===== src/rtl/telemetry_framer_pkg.sv =====
// Shared constants, FSM encoding and helpers for the telemetry framer.
// ASCII bytes, state names and frame-length/digit-count helpers.
package telemetry_pkg;

    localparam logic [7:0] TAG_BASE = 8'h41;
    localparam logic [7:0] SEP      = 8'h2C;
    localparam logic [7:0] CR       = 8'h0D;
    localparam logic [7:0] LF       = 8'h0A;
    localparam logic [7:0] ZERO     = 8'h30;

    typedef enum logic [3:0] {
        S_IDLE,
        S_LATCH,
        S_CONV,
        S_TAG,
        S_DIG,
        S_SEP,
        S_CR,
        S_LF,
        S_DONE
    } state_t;

    function automatic int frame_len(input int num_ch, input int digits);
        return num_ch * (digits + 1) + (num_ch - 1) + 2;
    endfunction

    // True when DIGITS decimal digits can hold the largest DATA_W-bit value.
    function automatic bit digits_fit(input int data_w, input int digits);
        longint unsigned maxv;
        longint unsigned p;
        maxv = (longint'(1) << data_w) - 1;
        p    = 1;
        for (int i = 0; i < digits; i++) begin
            p = p * 10;
            if (p > maxv) return 1'b1;
        end
        return (p > maxv);
    endfunction

endpackage


===== src/rtl/telemetry_framer_if.sv =====
// Byte stream from the framer to the UART transmitter.
// A byte moves on a cycle with tx_data_valid && tx_ready; while valid is high and
// not accepted, tx_data_in holds steady; ready with valid low does nothing.
interface telemetry_framer_if;
    logic       tx_data_valid;
    logic [7:0] tx_data_in;
    logic       tx_ready;

    modport master (output tx_data_valid, output tx_data_in, input tx_ready);
    modport slave  (input tx_data_valid, input tx_data_in, output tx_ready);
endinterface


===== src/rtl/telemetry_framer_bin2bcd_seq.sv =====
// Sequential double-dabble: one bit shifted in per cycle after a start load.
// done is high during the final shift cycle; bcd is final on the following cycle.
module bin2bcd_seq #(
    parameter int DATA_W = 16,
    parameter int DIGITS = 5
) (
    input  logic                  clk,
    input  logic                  reset,
    input  logic                  start,
    input  logic [DATA_W-1:0]     bin,
    output logic                  done,
    output logic [4*DIGITS-1:0]   bcd
);
    localparam int CNT_W = $clog2(DATA_W + 1);

    logic [DATA_W-1:0]   sh;
    logic [CNT_W-1:0]    cnt;
    logic                running;
    logic [4*DIGITS-1:0] adj;

    always_comb begin
        adj = bcd;
        for (int d = 0; d < DIGITS; d++) begin
            if (bcd[4*d +: 4] >= 4'd5) adj[4*d +: 4] = bcd[4*d +: 4] + 4'd3;
        end
    end

    assign done = running && (cnt == CNT_W'(1));

    always_ff @(posedge clk or negedge reset) begin
        if (!reset) begin
            sh      <= '0;
            bcd     <= '0;
            cnt     <= '0;
            running <= 1'b0;
        end else if (start) begin
            sh      <= bin;
            bcd     <= '0;
            cnt     <= CNT_W'(DATA_W);
            running <= 1'b1;
        end else if (running) begin
            bcd <= {adj[4*DIGITS-2:0], sh[DATA_W-1]};
            sh  <= sh << 1;
            cnt <= cnt - CNT_W'(1);
            if (cnt == CNT_W'(1)) running <= 1'b0;
        end
    end

endmodule


===== src/rtl/telemetry_framer.sv =====
// Multi-channel telemetry framer: snapshot N words, convert to decimal ASCII and
// stream "A<d>,B<d>,...\r\n" to the UART with periodic trigger and overrun count.
module telemetry_framer
    import telemetry_pkg::*;
#(
    parameter int NUM_CH     = 2,
    parameter int DATA_W     = 16,
    parameter int DIGITS     = 5,
    parameter int PERIOD_CYC = 0
) (
    input  logic                     clk,
    input  logic                     reset,
    input  logic [NUM_CH*DATA_W-1:0] ch_data,
    input  logic                     trans_en,
    telemetry_framer_if.master       tx,
    output logic                     busy,
    output logic                     frame_done,
    output logic [7:0]               drop_cnt,
    output state_t                   state
);
    localparam int CH_W  = (NUM_CH > 1) ? $clog2(NUM_CH) : 1;
    localparam int DIG_W = (DIGITS > 1) ? $clog2(DIGITS) : 1;
    localparam logic [CH_W-1:0]  LAST_CH  = CH_W'(NUM_CH - 1);
    localparam logic [DIG_W-1:0] LAST_DIG = DIG_W'(DIGITS - 1);
    localparam logic [31:0]      PLAST    = (PERIOD_CYC > 0) ? 32'(PERIOD_CYC - 1) : 32'd0;

    if (NUM_CH < 1 || NUM_CH > 8) begin : g_bad_num_ch
        $error("telemetry_framer: NUM_CH must be 1..8");
    end
    if (!digits_fit(DATA_W, DIGITS)) begin : g_bad_digits
        $error("telemetry_framer: DIGITS too small for DATA_W");
    end

    state_t                   state_next;
    logic [NUM_CH*DATA_W-1:0] snap;
    logic [CH_W-1:0]          ch;
    logic [DIG_W-1:0]         dig;
    logic                     pending;
    logic                     conv_started;
    logic                     conv_start;
    logic                     conv_done;
    logic [31:0]              pcnt;
    logic                     period_hit;
    logic                     req;
    logic                     accept;
    logic [DATA_W-1:0]        cur_word;
    logic [4*DIGITS-1:0]      bcd;
    logic [3:0]               cur_digit;

    assign period_hit = (PERIOD_CYC > 0) && (pcnt == PLAST);
    assign req        = trans_en || period_hit;
    assign accept     = tx.tx_data_valid && tx.tx_ready;
    assign busy       = (state != S_IDLE);
    assign frame_done = (state == S_DONE);

    always_comb begin
        cur_word = '0;
        for (int k = 0; k < NUM_CH; k++) begin
            if (ch == CH_W'(k)) cur_word = snap[k*DATA_W +: DATA_W];
        end
        cur_digit = '0;
        for (int d = 0; d < DIGITS; d++) begin
            if (dig == DIG_W'(d)) cur_digit = bcd[4*(DIGITS-1-d) +: 4];
        end
    end

    bin2bcd_seq #(.DATA_W(DATA_W), .DIGITS(DIGITS)) u_bcd (
        .clk   (clk),
        .reset (reset),
        .start (conv_start),
        .bin   (cur_word),
        .done  (conv_done),
        .bcd   (bcd)
    );

    always_ff @(posedge clk or negedge reset) begin
        if (!reset) state <= S_IDLE;
        else        state <= state_next;
    end

    always_comb begin
        state_next       = state;
        conv_start       = 1'b0;
        tx.tx_data_valid = 1'b0;
        tx.tx_data_in    = 8'h00;
        unique case (state)
            S_IDLE:  if (req || pending) state_next = S_LATCH;
            S_LATCH: state_next = S_CONV;
            S_CONV: begin
                conv_start = !conv_started;
                if (conv_done) state_next = S_TAG;
            end
            S_TAG: begin
                tx.tx_data_valid = 1'b1;
                tx.tx_data_in    = TAG_BASE + 8'(ch);
                if (tx.tx_ready) state_next = S_DIG;
            end
            S_DIG: begin
                tx.tx_data_valid = 1'b1;
                tx.tx_data_in    = ZERO + {4'h0, cur_digit};
                if (tx.tx_ready && dig == LAST_DIG) state_next = (ch == LAST_CH) ? S_CR : S_SEP;
            end
            S_SEP: begin
                tx.tx_data_valid = 1'b1;
                tx.tx_data_in    = SEP;
                if (tx.tx_ready) state_next = S_CONV;
            end
            S_CR: begin
                tx.tx_data_valid = 1'b1;
                tx.tx_data_in    = CR;
                if (tx.tx_ready) state_next = S_LF;
            end
            S_LF: begin
                tx.tx_data_valid = 1'b1;
                tx.tx_data_in    = LF;
                if (tx.tx_ready) state_next = S_DONE;
            end
            S_DONE:  state_next = S_IDLE;
            default: state_next = S_IDLE;
        endcase
    end

    // Period counter free-runs regardless of busy so triggers stay on a fixed grid.
    always_ff @(posedge clk or negedge reset) begin
        if (!reset) begin
            snap         <= '0;
            ch           <= '0;
            dig          <= '0;
            pending      <= 1'b0;
            drop_cnt     <= '0;
            pcnt         <= '0;
            conv_started <= 1'b0;
        end else begin
            conv_started <= (state == S_CONV) && (state_next == S_CONV);
            if (PERIOD_CYC > 0) pcnt <= period_hit ? 32'd0 : pcnt + 32'd1;
            if (state == S_IDLE) begin
                pending <= 1'b0;
            end else if (req) begin
                pending <= 1'b1;
                if (pending && drop_cnt != 8'hFF) drop_cnt <= drop_cnt + 8'd1;
            end
            case (state)
                S_LATCH: begin
                    snap <= ch_data;
                    ch   <= '0;
                end
                S_TAG:   if (accept) dig <= '0;
                S_DIG:   if (accept) dig <= dig + DIG_W'(1);
                S_SEP:   if (accept) ch  <= ch + CH_W'(1);
                default: ;
            endcase
        end
    end

endmodule


===== src/flat_wrapper.sv =====
// flat-port wrapper written by rule: the top's interface ports become plain ports
module telemetry_framer_flat import telemetry_pkg::*;
#(
    parameter int NUM_CH     = 2,
    parameter int DATA_W     = 16,
    parameter int DIGITS     = 5,
    parameter int PERIOD_CYC = 0
)
  (clk, reset, ch_data, trans_en, busy, frame_done, drop_cnt, state, tx_tx_data_valid, tx_tx_data_in, tx_tx_ready);
  telemetry_framer_if tx_i ();
  input  logic clk;
  input  logic reset;
  input  logic [NUM_CH*DATA_W-1:0] ch_data;
  input  logic trans_en;
  output logic busy;
  output logic frame_done;
  output logic [7:0] drop_cnt;
  output state_t state;
  output wire logic [$bits(tx_i.tx_data_valid)-1:0] tx_tx_data_valid;
  output wire logic [$bits(tx_i.tx_data_in)-1:0] tx_tx_data_in;
  input wire logic [$bits(tx_i.tx_ready)-1:0] tx_tx_ready;
  assign tx_tx_data_valid = tx_i.tx_data_valid;
  assign tx_tx_data_in = tx_i.tx_data_in;
  assign tx_i.tx_ready = tx_tx_ready;
  telemetry_framer #(.NUM_CH(NUM_CH), .DATA_W(DATA_W), .DIGITS(DIGITS), .PERIOD_CYC(PERIOD_CYC)) u_core (.clk(clk), .reset(reset), .ch_data(ch_data), .trans_en(trans_en), .tx(tx_i), .busy(busy), .frame_done(frame_done), .drop_cnt(drop_cnt), .state(state));
endmodule

===== config.mk =====
export PLATFORM = sky130hd
export DESIGN_NAME = telemetry_framer_flat
export DESIGN_NICKNAME = d
export VERILOG_FILES = /design/src/rtl/telemetry_framer_pkg.sv /design/src/rtl/telemetry_framer_if.sv /design/src/rtl/telemetry_framer_bin2bcd_seq.sv /design/src/rtl/telemetry_framer.sv /design/src/flat_wrapper.sv
export SDC_FILE = /design/constraint.sdc
export NUM_CORES = 1
export LEC_CHECK = 0
export CORE_ASPECT_RATIO = 0.7
export CORE_MARGIN = 2
export CORE_UTILIZATION = 45
export DETAILED_ROUTE_END_ITERATION = 12
export GPL_TIMING_DRIVEN = 1
export PLACE_DENSITY = 0.67
export REMOVE_ABC_BUFFERS = 1
export SETUP_SLACK_MARGIN = 0.15
export SKIP_LAST_GASP = 1
export SYNTH_ARGS = -nofsm -noshare
export SYNTH_HDL_FRONTEND = slang
export SYNTH_SLANG_ARGS = --single-unit

===== constraint.sdc =====
create_clock -name clk -period 2.11 [get_ports clk]
set_input_delay 0.5275 -clock clk [delete_from_list [all_inputs] [get_ports clk]]
set_output_delay 0.5275 -clock clk [all_outputs]
set_load 0.01 [all_outputs]

==> summary.md, run 1 <==
| Metric | Value |
|---|---|
| Final Setup Violations | `4` |
| Non-filler cells in the finished layout | `713` |
| Crit-path max FO | `3` |
| Synth Flop Type | `dfrtp_1` |
| DR pass1 iterations | `4` |
| Total congestion overflow | `0` |
| Share of layout cells above drive strength 1 | `33.2%` |
| Count of final hold-check violations | `0` |
| Status | `finished, violations left` |
| Initial core utilization | `46.4%` |
| Worst slew pin tran | `0.674 ns` |
| Violated checks | `setup timing` |
| Sequential cell area fraction in the yosys report | `47.8%` |
| Row cnt | `31` |
| Syn_area_per_cell | `10.4 sq um` |
| Max-Cap Viols | `0` |
| Drt first-iter violations | `401` |
| P_sw | `4.32 mW` |
| Combinational group share of total power | `55.7%` |
| DRT antenna net count | `0` |
| Vias in the first global route | `4036` |
| CTS sink cnt | `92` |
| Fraction of registers with async set or reset after synthesis | `100%` |
| Critical Path RT | `1.58 ns` |
| DR vias/cell | `5.67` |
| Cell Pwr Density | `1590 nW/um^2` |
| Max VDD drop | `677 uV` |
| DP Area | `5790 sq um` |
| Area contributors post-synth | `dfrtp_1 (48%), mux2_2 (8.4%), ha_1 (4.7%)` |
| Post-synth top area share | `47.8%` |
| RSZ-0062 raised after global routing | `true` |
| Initial antenna violation count | `0` |
| Worst reg2reg setup slack | `0.03 ns` |
| Kind of critical path | `flop to output port` |
| Io pins | `59` |
| Max Slew Vio Count | `0` |
| Root Driver | `clkbuf_16` |
| Worst Path Arrival | `1.87 ns` |
| Crit path from | `u_core.dig[1]$_DFFE_PN0P_` |
| Clock latency on the worst-skew pair | `0.34 ns` |
| Number of synthesized flops with an enable pin | `0` |
| Post-route cell area | `6860 sq um` |
| Nets | `630` |
| # H-tree levels | `3` |
| Core area | `10400 sq um` |
| CTS tree | `done` |
| Die width | `128 um` |
| Startpoint types | `flop` |
| Count of input and output buffers | `57` |
| Drt drc | `0` |
| Diodes inserted | `0` |
| R2r startpoint | `u_core.state[1]$_DFF_PN0_` |
| First-pass GRT wire length | `20.4 mm` |
| Cell variety after synth | `48` |
| Pleak | `2.93 nW` |
| Power share of the clock group | `14.0%` |
| Reg power frac | `30.3%` |
| Global placement routability congestion | `0.933` |
| Period Utilization, post-route | `114%` |
| Count of mapped cells out of synthesis | `464` |
| Tot GR Track Use | `22.3%` |
| Post-synth top area cell | `dfrtp_1` |
| Clk_skew | `0.00945 ns` |
| Detailed Place HPWL | `7.33 mm` |
| Die height | `90.6 um` |
| Inst Count DP | `667` |
| #FFs+latches synth | `92` |
| Syn. warnings | `0` |
| Area growth syn-to-layout | `42.4%` |
| Fmax | `417 MHz` |
| Switching Fraction | `39.6%` |
| Vias | `4046` |
| Clk buf depth | `2` |
| DP Worst Slack | `-0.393 ns` |
| Cts hold-fix bufs | `0` |
| Wire length per cell | `17.7 um` |
| Clock Pin Slew Worst Setup and Hold Paths | `0.07 ns` |
| Tmin final | `2.40 ns` |
| Post-Route WL | `12.6 mm` |
| Slew margin rel. | `54.5%` |
| Worst Hold Class | `primary input to asynchronous set/reset pin` |
| Pint | `6.59 mW` |
| Synthesized area | `4820 sq um` |
| Final setup margin | `-0.286 ns` |
| DIE AREA | `11600 sq um` |
| Overall power | `10.9 mW` |
| CP Capture Type | `output port` |
| Fin Hold WS | `0.0830 ns` |
| TritonCTS buffer count | `9` |
| Pin count of the biggest net entering global routing | `43` |
==> cell usage in the layout (no fill, tap or decap), types with 3 or more instances in the layout <==
| cell | count |
|---|---|
| a211oi_4 | 11 |
| nand2_1 | 37 |
| dlygate4sd2_1 | 3 |
| nand2_4 | 3 |
| nand2b_1 | 8 |
| clkdlybuf4s50_1 | 42 |
| mux2i_1 | 19 |
| a21oi_1 | 21 |
| mux2_2 | 36 |
| inv_1 | 16 |
| nor2_1 | 16 |
| and2_1 | 3 |
| inv_6 | 3 |
| nor3_1 | 3 |
| nor3b_1 | 4 |
| buf_2 | 8 |
| buf_4 | 42 |
| ha_1 | 14 |
| buf_8 | 3 |
| nor2b_1 | 16 |
| or3_1 | 5 |
| dfrtp_1 | 92 |
| clkbuf_16 | 11 |
| o21ai_1 | 4 |
| buf_16 | 6 |
| a211oi_2 | 4 |
| o21ai_0 | 19 |
| a211oi_1 | 5 |
| o22ai_1 | 5 |
| a31oi_1 | 9 |
| buf_6 | 13 |
| buf_12 | 7 |
| xnor2_1 | 10 |
| a21oi_2 | 16 |
| nand3_1 | 15 |
==> layer usage <==
layer,wire length (um),track usage (%),vias to the layer above
met2,6080,35.9,148
met4,195,6.96,0
met1,5640,30.8,1996
met3,691,4.03,23
li1,-,-,1879
met5,0,0,-
==> synth_stat cells, types with 5 or more instances <==
master	instances
nor2b_1	16
mux2i_1	19
buf_2	8
or3_1	6
xnor2_1	10
clkbuf_1	14
mux2_2	36
nand2b_1	8
o22ai_1	5
a211oi_1	11
nand2_1	41
nor3_1	5
a211oi_2	9
nand3_1	16
a21oi_1	38
a31oi_1	9
o21ai_0	25
dfrtp_1	92
inv_1	19
nor2_1	17
ha_1	18
==> registers in the layout, indices dropped and copies added, names as in the netlist <==
name                  flops
u_core.conv_started       1
u_core.dig                3
u_core.u_bcd.bcd         20
u_core.state              4
u_core.ch                 1
u_core.u_bcd.sh          16
u_core.drop_cnt           8
u_core.u_bcd.cnt          5
u_core.pending            1
u_core.snap              32
u_core.u_bcd.running      1
==> through the flow <==
stage	TNS, ns	util (%)
after floorplan	-37.42	-
after global placement	-1.27	55.7
after detailed placement	-1.42	55.7
after CTS	-1.12	63.5
after global routing	-1.87	66.0
final	-1.04	66.0
==> area by class of cell <==
type	instances	area (sq um)
clock buffer	10	229
inverter	20	82.6
tap	132	165
timing repair buffer	127	1360
multi-input combinational	326	2680
clock inverter	6	46.3
fill	772	3530
sequential	92	2300
==> logic make-up after synthesis <==
family | synth area share, %
XOR/XNOR | 2.18
buffers and inverters | 4.10
multiplexers | 12.4
AO/OA/AOI/OAI | 14.5
AND/OR/NAND/NOR | 14.3
other | 0.0778
adder cells (fa/ha/maj) | 4.67
flip-flops | 47.8
==> final timing paths <==
kind	to	depth (start not counted)
max	tx_tx_data_in[2]	8
min	u_core.state[2]$_DFF_PN0_	1
max reg2reg	u_core.u_bcd.sh[6]$_DFFE_PN0P_	8
min reg2reg	u_core.snap[10]$_DFFE_PN0P_	1
max in group asynchronous	u_core.snap[3]$_DFFE_PN0P_	2
min in group clk	u_core.snap[10]$_DFFE_PN0P_	1
==> power groups by stage <==
stage	combinational (mW)	sequential (mW)	clock, mW
floorplan	2.64	3.32	0
global placement	4.26	3.19	0
detailed placement	4.39	3.23	0
CTS	5.47	3.26	1.56
global route	6.59	3.41	1.62
finish	6.07	3.31	1.52
==> worst max-delay path, stage by stage, from the launching register on <==
cell,delay [ns]
dfrtp_1,0.41
buf_6,0.14
inv_6,0.06
ha_4,0.13
nand2_2,0.06
or3_4,0.35
o211ai_1,0.17
a31oi_1,0.06
buf_2,0.15
==> repair_timing <==
item	CTS	global route
resized for setup	121	38
pin swaps	22	8
hold endpoints to repair	0	0
setup buffers	14	7
cloned	6	3
setup endpoints to repair	34	70
Power figures use the tool's default switching activity.
==> run 2: changes to the inputs <==
- clock period: 2.11 -> 2.35 ns (I/O delays scaled with it)
==> run 2 against run 1 <==
Effect of this change: clock skew is 0.0049 ns lower; highest routed layer unchanged; the run still ends with setup timing left; worst hold slack better by 0.095 ns; count of clock-buffer cells in the layout is 1 higher.
==> summary.md, run 2 (same netlist as run 1, synthesis figures left out) <==
| Metric | Value |
|---|---|
| Regs by FF count | `u_core.snap (32), u_core.u_bcd.bcd (20), u_core.u_bcd.sh (16)` |
| Largest Register | `u_core.snap` |
| Pin count of the biggest net entering global routing | `45` |
| Die height | `90.6 um` |
| DR pass1 iterations | `4` |
| RSZ-0062 raised after global routing | `true` |
| Tmin final | `2.47 ns` |
| TritonCTS buffer count | `9` |
| Cell Pwr Density | `1360 nW/um^2` |
| Die width | `128 um` |
| Max incr delay on CP | `0.40 ns` |
| Crit-path max FO | `4` |
| DR vias/cell | `5.54` |
| DIE AREA | `11600 sq um` |
| Non-filler cells in the finished layout | `676` |
| Clk buf depth | `2` |
| Worst slew pin tran | `0.743 ns` |
| Worst path buffer plus inverter count | `3` |
| Max VDD drop | `640 uV` |
| Util after Layout | `59.3%` |
| Worst reg2reg setup slack | `0.26 ns` |
| Total congestion overflow | `0` |
| Count of input and output buffers | `57` |
| Tot GR Track Use | `19.8%` |
| Drt drc | `0` |
| Status | `finished, violations left` |
| Diodes inserted | `0` |
| Root Driver | `clkbuf_16` |
| Leading cell type in the layout, fill and taps excluded | `dfrtp_1` |
| CTS tree | `done` |
| Global placement routability congestion | `0.828` |
| Delay-heaviest family, CP | `simple AND/OR/NAND/NOR gates` |
| Wire length per cell | `15.9 um` |
| Fin Hold WS | `0.178 ns` |
| Share of layout cells above drive strength 1 | `24.1%` |
| Initial core utilization | `46.4%` |
| CP Capture Type | `output port` |
| Io pins | `59` |
| Final Setup Violations | `4` |
| Critical Path RT | `1.76 ns` |
| Max Slew Vio Count | `0` |
| Crit-path cells | `buf_6 -> inv_6 -> ha_4 -> nand2_2 -> or3_4 -> o211ai_1 -> a31oi_1 -> buf_2` |
| Detailed Place HPWL | `7.39 mm` |
| Post-Route WL | `10.7 mm` |
| Worst Hold Class | `primary input to asynchronous set/reset pin` |
| Violated checks | `setup timing` |
| CTS sink cnt | `92` |
| Fmax | `404 MHz` |
| Row cnt | `31` |
| First-pass GRT wire length | `18.3 mm` |
| Area growth syn-to-layout | `27.8%` |
| Period Utilization, post-route | `105%` |
| # H-tree levels | `3` |
| Kind of critical path | `flop to output port` |
| Clk_skew | `0.00456 ns` |
| Count of final hold-check violations | `0` |
| Pleak | `2.62 nW` |
| Clock latency on the worst-skew pair | `0.34 ns` |
| DRT antenna net count | `0` |
| Worst Path Arrival | `1.89 ns` |
| Most frequent cells in the layout | `dfrtp_1 (92), clkdlybuf4s50_1 (45), nand2_1 (38)` |
| Inst Count DP | `657` |
| Nets | `593` |
| Final setup margin | `-0.124 ns` |
| Vias | `3748` |
| Vias in the first global route | `3758` |
| Drt first-iter violations | `238` |
| DP Worst Slack | `-0.262 ns` |
| Slew margin rel. | `49.8%` |
| Max-Cap Viols | `0` |
| Initial antenna violation count | `0` |
| Overall power | `8.39 mW` |
| Clock Pin Slew Worst Setup and Hold Paths | `0.06 ns` |
| Core area | `10400 sq um` |
| Crit path max-delay cell type | `dfrtp_1` |
| Startpoint types | `flop` |
| Largest register FFs | `32` |
run 2: changes by cell type in the layout (fill, tap and decap cells not counted), moves of 5 or more:
cell	change
a21oi_2	-15
a211oi_4	-11
a211oi_2	+10
buf_12	-5
buf_6	-5
buf_16	-6
buf_4	-18
a21oi_1	+16
run 2: path summary, 6_finish.rpt:
| kind | start | cells after the start | end |
|---|---|---|---|
| setup / recovery | u_core.dig[0]$_DFFE_PN0P_ | 8 | tx_tx_data_in[2] |
| hold / removal | reset | 1 | u_core.dig[0]$_DFFE_PN0P_ |
| setup reg to reg | u_core.state[0]$_DFF_PN0_ | 7 | u_core.u_bcd.sh[2]$_DFFE_PN0P_ |
| hold reg to reg | u_core.snap[9]$_DFFE_PN0P_ | 1 | u_core.snap[9]$_DFFE_PN0P_ |
| max in group asynchronous | reset | 2 | u_core.snap[4]$_DFFE_PN0P_ |
| min in group clk | u_core.snap[9]$_DFFE_PN0P_ | 1 | u_core.snap[9]$_DFFE_PN0P_ |
run 2: worst register-to-register path: stages, from the launching register on:
cell	delay, ns
dfrtp_1	0.40
buf_6	0.14
buf_6	0.14
or4b_4	0.56
or2_4	0.26
buf_12	0.17
a211oi_1	0.25
a21oi_1	0.06
run 2: area by class of cell:
cell class / instances / area (sq um)
Tap cell: 132 / 165
Timing Repair Buffer: 90 / 835
Clock buffer: 11 / 243
Fill cell: 895 / 4230
Multi-Input combinational cell: 326 / 2470
Sequential cell: 92 / 2300
Clock inverter: 5 / 60.1
Inverter: 20 / 85.1
run 2: per-layer routing:
metal  GRT usage [%]  up-vias  wire (um)
met3            4.74       17        531
met4            5.49        0        147
met5               0        -          0
met1            28.5     1839       5180
met2            30.0       87       4870
li1                -     1805          -
run 2: through the flow:
step	area, sq um	TNS [ns]
3_5_place_dp	5680	-0.965
3_3_place_gp	5680	-0.578
5_1_grt	6160	-0.679
6_report	6160	-0.349
2_1_floorplan	4700	-23.79
4_1_cts	6070	-0.497
run 2: timing repair:
item,in CTS,in global routing
cloned,0,0
resized for setup,58,31
pin swaps,7,12
hold buffers,0,0
buffers inserted,0,3
setup endpoints to repair,22,31
run 2: report_power, final:
group	total, mW	leakage [nW]	switching (mW)	internal, mW
clock network	1.46	0.146	0.606	0.857
registers	2.93	1.12	0.593	2.34
logic	4.00	1.36	1.99	2.01
total	8.39	2.62	3.19	5.21
